<file path="src/rtl/serial_adder_pkg.sv">
// Shared types and helpers for the bit-serial adder controller.
package serial_adder_pkg;

  typedef enum logic [1:0] {
    IDLE,
    RUN,
    DONE
  } state_t;

  // Bit-counter width: log2 of the operand width, never narrower than one bit.
  function automatic int unsigned cnt_w(input int unsigned width);
    if (width <= 1) return 1;
    return $clog2(width);
  endfunction

endpackage

</file>
<file path="src/rtl/serial_adder_ctrl_full_adder.sv">
// Existing 1-bit full-adder cell used as the shared bit slice.
module full_adder (
  input  logic A,
  input  logic B,
  input  logic Cin,
  output logic sum,
  output logic Cout
);

  assign sum  = A ^ B ^ Cin;
  assign Cout = (A & B) | (Cin & (A ^ B));

endmodule

</file>
<file path="src/rtl/serial_adder_ctrl.sv">
// Bit-serial adder controller: one full_adder cell, LSB first, WIDTH+2 cycles per op.
// Optional subtract mode (port sub_in) when SERIAL_ADDER_SUB_EN is defined.
module serial_adder_ctrl
  import serial_adder_pkg::*;
#(
  parameter int unsigned WIDTH = 8
) (
  input  logic             clk,
  input  logic             rst,
  input  logic             start_valid,
  output logic             start_ready,
  input  logic [WIDTH-1:0] a_in,
  input  logic [WIDTH-1:0] b_in,
  input  logic             cin_in,
`ifdef SERIAL_ADDER_SUB_EN
  input  logic             sub_in,
`endif
  output logic [WIDTH-1:0] result,
  output logic             cout,
  output logic             done,
  output logic             busy
);

  localparam int unsigned CW = cnt_w(WIDTH);
  localparam logic [CW-1:0] LAST = CW'(WIDTH - 1);

  state_t           state;
  logic [WIDTH-1:0] a_sh;
  logic [WIDTH-1:0] b_sh;
  logic             carry;
  logic [CW-1:0]    cnt;

  logic             fa_sum;
  logic             fa_cout;
  logic [WIDTH-1:0] result_next;
  logic [WIDTH-1:0] b_load;
  logic             carry_load;

  full_adder u_fa (
    .A   (a_sh[0]),
    .B   (b_sh[0]),
    .Cin (carry),
    .sum (fa_sum),
    .Cout(fa_cout)
  );

  // Shift-then-overwrite keeps the WIDTH=1 case free of an empty slice.
  always_comb begin
    result_next            = result >> 1;
    result_next[WIDTH-1]   = fa_sum;
  end

  always_comb begin
    b_load     = b_in;
    carry_load = cin_in;
`ifdef SERIAL_ADDER_SUB_EN
    if (sub_in) begin
      b_load     = ~b_in;
      carry_load = 1'b1;
    end
`endif
  end

  always_ff @(posedge clk) begin
    if (rst) begin
      state       <= IDLE;
      result      <= '0;
      cout        <= 1'b0;
      done        <= 1'b0;
      busy        <= 1'b0;
      start_ready <= 1'b1;
      a_sh        <= '0;
      b_sh        <= '0;
      carry       <= 1'b0;
      cnt         <= '0;
    end else begin
      case (state)
        IDLE: begin
          if (start_valid) begin
            a_sh        <= a_in;
            b_sh        <= b_load;
            carry       <= carry_load;
            cnt         <= '0;
            busy        <= 1'b1;
            start_ready <= 1'b0;
            state       <= RUN;
          end
        end
        RUN: begin
          result <= result_next;
          carry  <= fa_cout;
          a_sh   <= a_sh >> 1;
          b_sh   <= b_sh >> 1;
          if (cnt == LAST) begin
            cout  <= fa_cout;
            done  <= 1'b1;
            state <= DONE;
          end else begin
            cnt <= cnt + CW'(1);
          end
        end
        DONE: begin
          done        <= 1'b0;
          busy        <= 1'b0;
          start_ready <= 1'b1;
          state       <= IDLE;
        end
        default: state <= IDLE;
      endcase
    end
  end

endmodule

</file>
<file path="config.mk">
export PLATFORM = sky130hd
export DESIGN_NAME = serial_adder_ctrl
export DESIGN_NICKNAME = d
export VERILOG_FILES = /design/src/rtl/serial_adder_pkg.sv /design/src/rtl/serial_adder_ctrl_full_adder.sv /design/src/rtl/serial_adder_ctrl.sv
export SDC_FILE = /design/constraint.sdc
export NUM_CORES = 1
export LEC_CHECK = 0
export CORE_MARGIN = 10
export CORE_UTILIZATION = 30
export DETAILED_ROUTE_END_ITERATION = 12
export GPL_ROUTABILITY_DRIVEN = 0
export PLACE_DENSITY_LB_ADDON = 0.3
export SLEW_MARGIN = 10
export SYNTH_ARGS = -nofsm -noshare
export SYNTH_HDL_FRONTEND = slang
export SYNTH_SLANG_ARGS = --single-unit
export TNS_END_PERCENT = 1
</file>
<file path="constraint.sdc">
create_clock -name clk -period 1.73 [get_ports clk]
set_clock_uncertainty 0.2 [all_clocks]
set_input_delay 0.346 -clock clk [delete_from_list [all_inputs] [get_ports clk]]
set_output_delay 0.346 -clock clk [all_outputs]
set_load 0.005 [all_outputs]
</file>
==> flow_metrics.py, run 1 <==
metrics = {
    "status": {
        "outcome": "complete, no violations",
    },
    "route": {
        "drc": 0,
        "wl_um": 3221,
        "vias": 1189,
        "first_pass_iters": 4,
        "drt_iter0_markers": 66,
        "viasPerCell": 4.504,
        "final_antenna_net_count": 0,
        "wl_per_cell_um": 12.20,
    },
    "logic_synthesis": {
        "yosysMostFrequentCell": "dfxtp_1",
        "synth_top_area_share": 0.4373,
        "netlist_instances": 159,
        "synth_ff_type": "dfxtp_1",
        "synth_edf_count": 0,
        "avgSynthCellArea_um2": 9.789,
        "ys_ff_latch": 34,
        "synth.top_cells.by_count": "dfxtp_1 (34), nand2_1 (22), nor2_1 (20)",
        "ys_async_sr_fraction": 0,
        "yosysWarnings": 0,
        "yosys.cell_types.count": 27,
        "synth_top_area_cell": "dfxtp_1",
        "synth.area.top_cells": "dfxtp_1 (44%), a211oi_2 (12%), mux2i_1 (9.6%)",
        "ys_seq_area_frac": 0.4373,
        "synth_area_um2": 1556,
        "synth_nets": 182,
    },
    "clock_network": {
        "ctsHtreeMaxLevel": 2,
        "cts_root_buf": "clkbuf_8",
        "cts_buffer_depth": 2,
        "numCtsBuffers": 5,
        "cts_sinks": 34,
        "clk_pin_slew_ns": 0.06,
        "insertion_delay_ns": 0.28,
        "cts_tree": "yes",
    },
    "floorplan": {
        "coreArea_um2": 5075,
        "ioPinCount": 32,
        "initial_core_util": 0.3067,
        "die_h_um": 92.03,
        "die_area_um2": 8470,
        "rows": 26,
        "die_width_um": 92.03,
    },
    "finish": {
        "area_delta_synth_final_pct": 31.83,
        "num-fill-cells": 531,
        "final_cell_area_um2": 2052,
        "layout-drive-gt1-share": 0.2062,
        "fin_nets": 218,
        "num_antenna_cells": 0,
    },
    "sta": {
        "setup_viol": 0,
        "rsz0062_at_grt": "false",
        "worstMarginPinSlew_ns": 0.4294,
        "timing.final.crit_share": 0.9656,
        "relSlewSlack": 0.7133,
        "fmax_ghz": 0.5986,
        "fin_crit_ns": 1.671,
        "final_hold_viol_count": 0,
        "timing.hold.ws_ns": 0.2475,
        "maxSlewViolCount": 0,
    },
    "place": {
        "place.port_buffers": 31,
        "hpwl_um": 2365,
        "placed_cell_area_um2": 1944,
    },
    "worst_setup_path": {
        "cp_slowest_cell": "clkdlybuf4s50_1",
        "cp-end-kind": "primary output",
        "required_ns": 1.18,
        "path_buf_inv": 1,
        "crit_type": "reg2out",
        "critPathArrivalTime_ns": 1.12,
        "cpPeakStageDelay_ns": 0.50,
        "crit_path_cell_trace": "clkdlybuf4s50_1",
        "path_max_fanout": 3,
        "critical-path-top-delay-family": "buffers and inverters",
        "crit_path_start_kind": "flop",
    },
    "power_and_ir_drop": {
        "swShare": 0.2435,
        "combinationalPowerShare": 0.165,
        "p_leak_nw": 0.8235,
        "powerDensity_nw_per_um2": 833.0,
        "seqPwrFrac": 0.505,
        "intPower_mw": 1.293,
        "p_sw_mw": 0.4163,
        "vdd_drop_max_mv": 0.4319,
        "p_clk_frac": 0.329,
    },
    "worst_hold_path": {
        "hp-class": "reg2reg",
    },
    "global_routing": {
        "gr-total-overflow": 0,
        "antenna_found_initial": 0,
        "grt_max_degree": 19,
        "grt_pass1_vias": 1162,
        "track_usage": 0.07815,
        "grt_pass1_wl_um": 5382,
    },
    "job": {
        "drv_cap": 0,
    },
}
[cells by family (layout without fill, tap and decap cells)]
logic type                 count (synthesis)  in the layout  synth area share
AOI/OAI and AO/OA                         37             37            0.2082
adders and majority gates                  3              3           0.02894
buffers and inverters                     15             50           0.07476
DFF                                       34             34            0.4373
muxes                                     15             15           0.09646
and+or+nand+nor                           55             55            0.1543
[sequential cells by signal, summed over array words and instances (netlist names)]
signal and cells:
a_sh 8, b_sh 8, result 8, cnt 3, state 2, busy 1, carry 1, cout 1
done 1, start_ready 1
[final timing paths]
kind / end / slack (ns) / start / cells past startpoint
worst max-delay path: result[1] / 0.06 / result[1] / 1
worst min-delay path: start_ready / 0.25 / start_ready / 2
worst max register to register: cnt[0] / 0.18 / cnt[0] / 5
worst min register to register: start_ready / 0.25 / start_ready / 2
[power groups by stage]
stage	logic, mW	registers (mW)	clock network [mW]
global placement	0.285	0.881	0
floorplan	0.200	0.871	0
CTS	0.288	0.863	0.591
global route	0.310	0.871	0.616
finish	0.283	0.863	0.563
detailed placement	0.287	0.881	0
[timing repair]
| item | 4_1_cts | 5_1_grt |
|---|---|---|
| resized for setup | 1 | 10 |
| setup endpoints to repair | 1 | 10 |
| hold buffers | 0 | 0 |
| setup buffers | 0 | 0 |
[cells in the final DEF (no fill, tap or decap), types with 3 or more instances in the layout]
master and n:
mux2i_1 15, nor2_1 20, clkbuf_8 6, dfxtp_2 5, buf_4 11, a31oi_1 3
clkdlybuf4s50_1 26, nand3_1 5, nand2_1 22, a211oi_2 15, dlymetal6s2s_1 5, dfxtp_1 29
a21oi_1 13
[final cells by class]
class                      instances  area [µm²]  share of cell area
multi-input combinational        110       765.7              0.3732
sequential                        34       686.9              0.3348
timing repair buffer              43       425.4              0.2073
tap                               70       87.58             0.04268
clock buffer                       6       82.58             0.04024
inverter                           1       3.754            0.001829
[layer usage]
layer | GRT usage | vias up | share of wire
li1 | - | 621 | -
met1 | 0.09415 | 538 | 0.49
met2 | 0.1112 | 25 | 0.43
met3 | 0.03830 | 5 | 0.058
met4 | 0.04242 | 0 | 0.022
met5 | 0 | - | 0
[per-stage QoR]
stage	instances	setup TNS (ns)	total power [mW]	setup WS [ns]	util
2_1_floorplan	159	0	1.071	0.2176	-
3_3_place_gp	258	0	1.166	0.0003804	0.3831
3_5_place_dp	258	-0.2414	1.168	-0.02892	0.3831
4_1_cts	264	0	1.743	0.001437	0.3997
5_1_grt	264	0	1.796	0.01535	0.4043
6_report	264	0	1.709	0.05943	0.4043
(Power assumes the default switching activity.)
==> inputs of run 2 (changes only) <==
--- a/config.mk
+++ b/config.mk
@@ -5,12 +5,13 @@
 export SDC_FILE = /design/constraint.sdc
 export NUM_CORES = 1
 export LEC_CHECK = 0
+export ABC_CLOCK_PERIOD_IN_PS = 1730
 export CORE_MARGIN = 10
 export CORE_UTILIZATION = 30
 export DETAILED_ROUTE_END_ITERATION = 12
 export GPL_ROUTABILITY_DRIVEN = 0
 export PLACE_DENSITY_LB_ADDON = 0.3
-export SLEW_MARGIN = 10
+export SKIP_CTS_REPAIR_TIMING = 1
 export SYNTH_ARGS = -nofsm -noshare
 export SYNTH_HDL_FRONTEND = slang
 export SYNTH_SLANG_ARGS = --single-unit
==> run 2 against run 1 <==
Effect of this change:
- total power about the same
- first-iteration DRC count did not move
- clock-buffer cell count unchanged
- hold slack unchanged
- largest cell class unchanged
- fmax barely moved
- final cell count did not move
- clock power about the same
- global-route usage unchanged
- die area stayed put
- register-to-register slack about the same
- sequential power barely moved
- setup slack improved by 0.0016 ns
==> flow_metrics.py, run 2 (synthesis gave the netlist of run 1 again) <==
metrics = {
    "worst_setup_path": {
        "reg2regPathDepth": 5,
        "crit_path_cell_trace": "clkdlybuf4s50_1",
        "required_ns": 1.18,
        "critical-path-top-delay-family": "buffers and inverters",
        "crit_path_start_kind": "flop",
        "ff2ff_setup_slack_ns": 0.18,
        "crit_cells": 1,
        "rr_endpoint": "cnt[0]",
        "crit_type": "reg2out",
        "path_buf_inv": 1,
        "path_max_fanout": 2,
        "r2r-start": "cnt[0]",
        "critPathArrivalTime_ns": 1.12,
        "cpPeakStageDelay_ns": 0.51,
        "cp_slowest_cell": "clkdlybuf4s50_1",
        "endpoint": "result[0]",
        "critPathLaunch": "result[0]",
        "cp-end-kind": "primary output",
    },
    "clock_network": {
        "clk_pin_slew_ns": 0.06,
        "cts_buffer_depth": 2,
        "cts_tree": "yes",
        "insertion_delay_ns": 0.28,
        "numCtsBuffers": 5,
        "cts_root_buf": "clkbuf_8",
        "ctsHtreeMaxLevel": 2,
        "cts_sinks": 34,
    },
    "floorplan": {
        "die_area_um2": 8470,
        "die_h_um": 92.03,
        "die_width_um": 92.03,
        "ioPinCount": 32,
        "initial_core_util": 0.3067,
        "rows": 26,
        "coreArea_um2": 5075,
    },
    "route": {
        "drt_iter0_markers": 66,
        "vias": 1189,
        "final_antenna_net_count": 0,
        "first_pass_iters": 4,
        "drc": 0,
        "wl_um": 3223,
        "wl_per_cell_um": 12.21,
        "viasPerCell": 4.504,
    },
    "finish": {
        "utilization": 0.4046,
        "num-fill-cells": 531,
        "final_cell_area_um2": 2053,
        "layout-drive-gt1-share": 0.2010,
        "final_cell_mix": "dfxtp_1 (30), clkdlybuf4s50_1 (25), nand2_1 (22), nor2_1 (20)",
        "final_cells": 264,
        "reg.largest.list": "a_sh x8, b_sh x8, result x8",
        "area_delta_synth_final_pct": 31.91,
        "final_common_cell": "dfxtp_1",
        "num_antenna_cells": 0,
        "fin_nets": 218,
    },
    "status": {
        "outcome": "complete, no violations",
    },
    "sta": {
        "timing.hold.ws_ns": 0.2475,
        "timing.final.crit_share": 0.9647,
        "fmax_ghz": 0.5992,
        "rsz0062_at_grt": "false",
        "maxSlewViolCount": 0,
        "relSlewSlack": 0.7133,
        "fin_crit_ns": 1.669,
        "final_hold_viol_count": 0,
        "setup_viol": 0,
        "worstMarginPinSlew_ns": 0.4294,
    },
    "global_routing": {
        "gr-total-overflow": 0,
        "grt_max_degree": 19,
        "track_usage": 0.07815,
        "antenna_found_initial": 0,
        "grt_pass1_wl_um": 5382,
        "grt_pass1_vias": 1162,
    },
    "place": {
        "placed_cell_area_um2": 1944,
        "hpwl_um": 2365,
        "place.port_buffers": 31,
        "dp_cells": 258,
    },
    "power_and_ir_drop": {
        "combinationalPowerShare": 0.165,
        "p_clk_frac": 0.329,
        "vdd_drop_max_mv": 0.4319,
        "seqPwrFrac": 0.505,
        "total_power_mw": 1.709,
        "powerDensity_nw_per_um2": 832.5,
        "intPower_mw": 1.293,
        "p_sw_mw": 0.4163,
        "p_leak_nw": 0.8417,
        "swShare": 0.2435,
    },
    "job": {
        "drv_cap": 0,
    },
    "worst_hold_path": {
        "hp-class": "reg2reg",
    },
}
run 2: worst register-to-register path: stages (launching register included):
cell and delay (ns):
dfxtp_1 0.34, ha_1 0.21, ha_1 0.29, nor4b_2 0.25, a31oi_1 0.06, a21oi_1 0.13
run 2: layer usage:
layer / wire length, µm / vias up / GRT usage
li1: - / 621 / -
met1: 1576 / 538 / 0.09415
met2: 1388 / 25 / 0.1112
met3: 186 / 5 / 0.03830
met4: 70 / 0 / 0.04242
met5: 0 / - / 0
run 2: how the worst min path moves through the flow:
| stage | start | to | slack (ns) | cells past startpoint |
|---|---|---|---|---|
| floorplan | start_ready | start_ready | 0.24 | 2 |
| global placement | start_ready | start_ready | 0.24 | 2 |
| detailed placement | start_ready | start_ready | 0.24 | 2 |
| CTS | start_ready | start_ready | 0.25 | 2 |
| global route | cout | cout | 0.28 | 2 |
| finish | start_ready | start_ready | 0.25 | 2 |
run 2: through the flow:
step            TNS [ns]  setup WS (ns)
2_1_floorplan          0         0.2176
3_3_place_gp           0      0.0003804
3_5_place_dp     -0.2414       -0.02892
4_1_cts        -0.003267      -0.003267
5_1_grt                0        0.01535
6_report               0        0.06100
run 2: final cells by class:
type                       count  area (µm²)  share of cell area
inverter                       1       3.754            0.001828
timing repair buffer          43       427.9              0.2084
clock buffer                   6       82.58             0.04022
sequential                    34       685.7              0.3339
tap                           70       87.58             0.04266
multi-input combinational    110       765.7              0.3729
run 2: power groups by stage:
stage | Clock [mW] | Sequential, mW | Combinational [mW]
3_3_place_gp | 0 | 0.881 | 0.285
6_report | 0.563 | 0.863 | 0.283
3_5_place_dp | 0 | 0.881 | 0.287
4_1_cts | 0.591 | 0.864 | 0.288
5_1_grt | 0.616 | 0.871 | 0.310
2_1_floorplan | 0 | 0.871 | 0.200
==> inputs of run 3 (changes only) <==
--- a/config.mk
+++ b/config.mk
@@ -6,6 +6,7 @@
 export NUM_CORES = 1
 export LEC_CHECK = 0
 export ABC_CLOCK_PERIOD_IN_PS = 1730
+export CAP_MARGIN = 10
 export CORE_MARGIN = 10
 export CORE_UTILIZATION = 30
 export DETAILED_ROUTE_END_ITERATION = 12
==> results of run 3 <==
The final DEF is identical to that of run 2; final timing and power are the same.
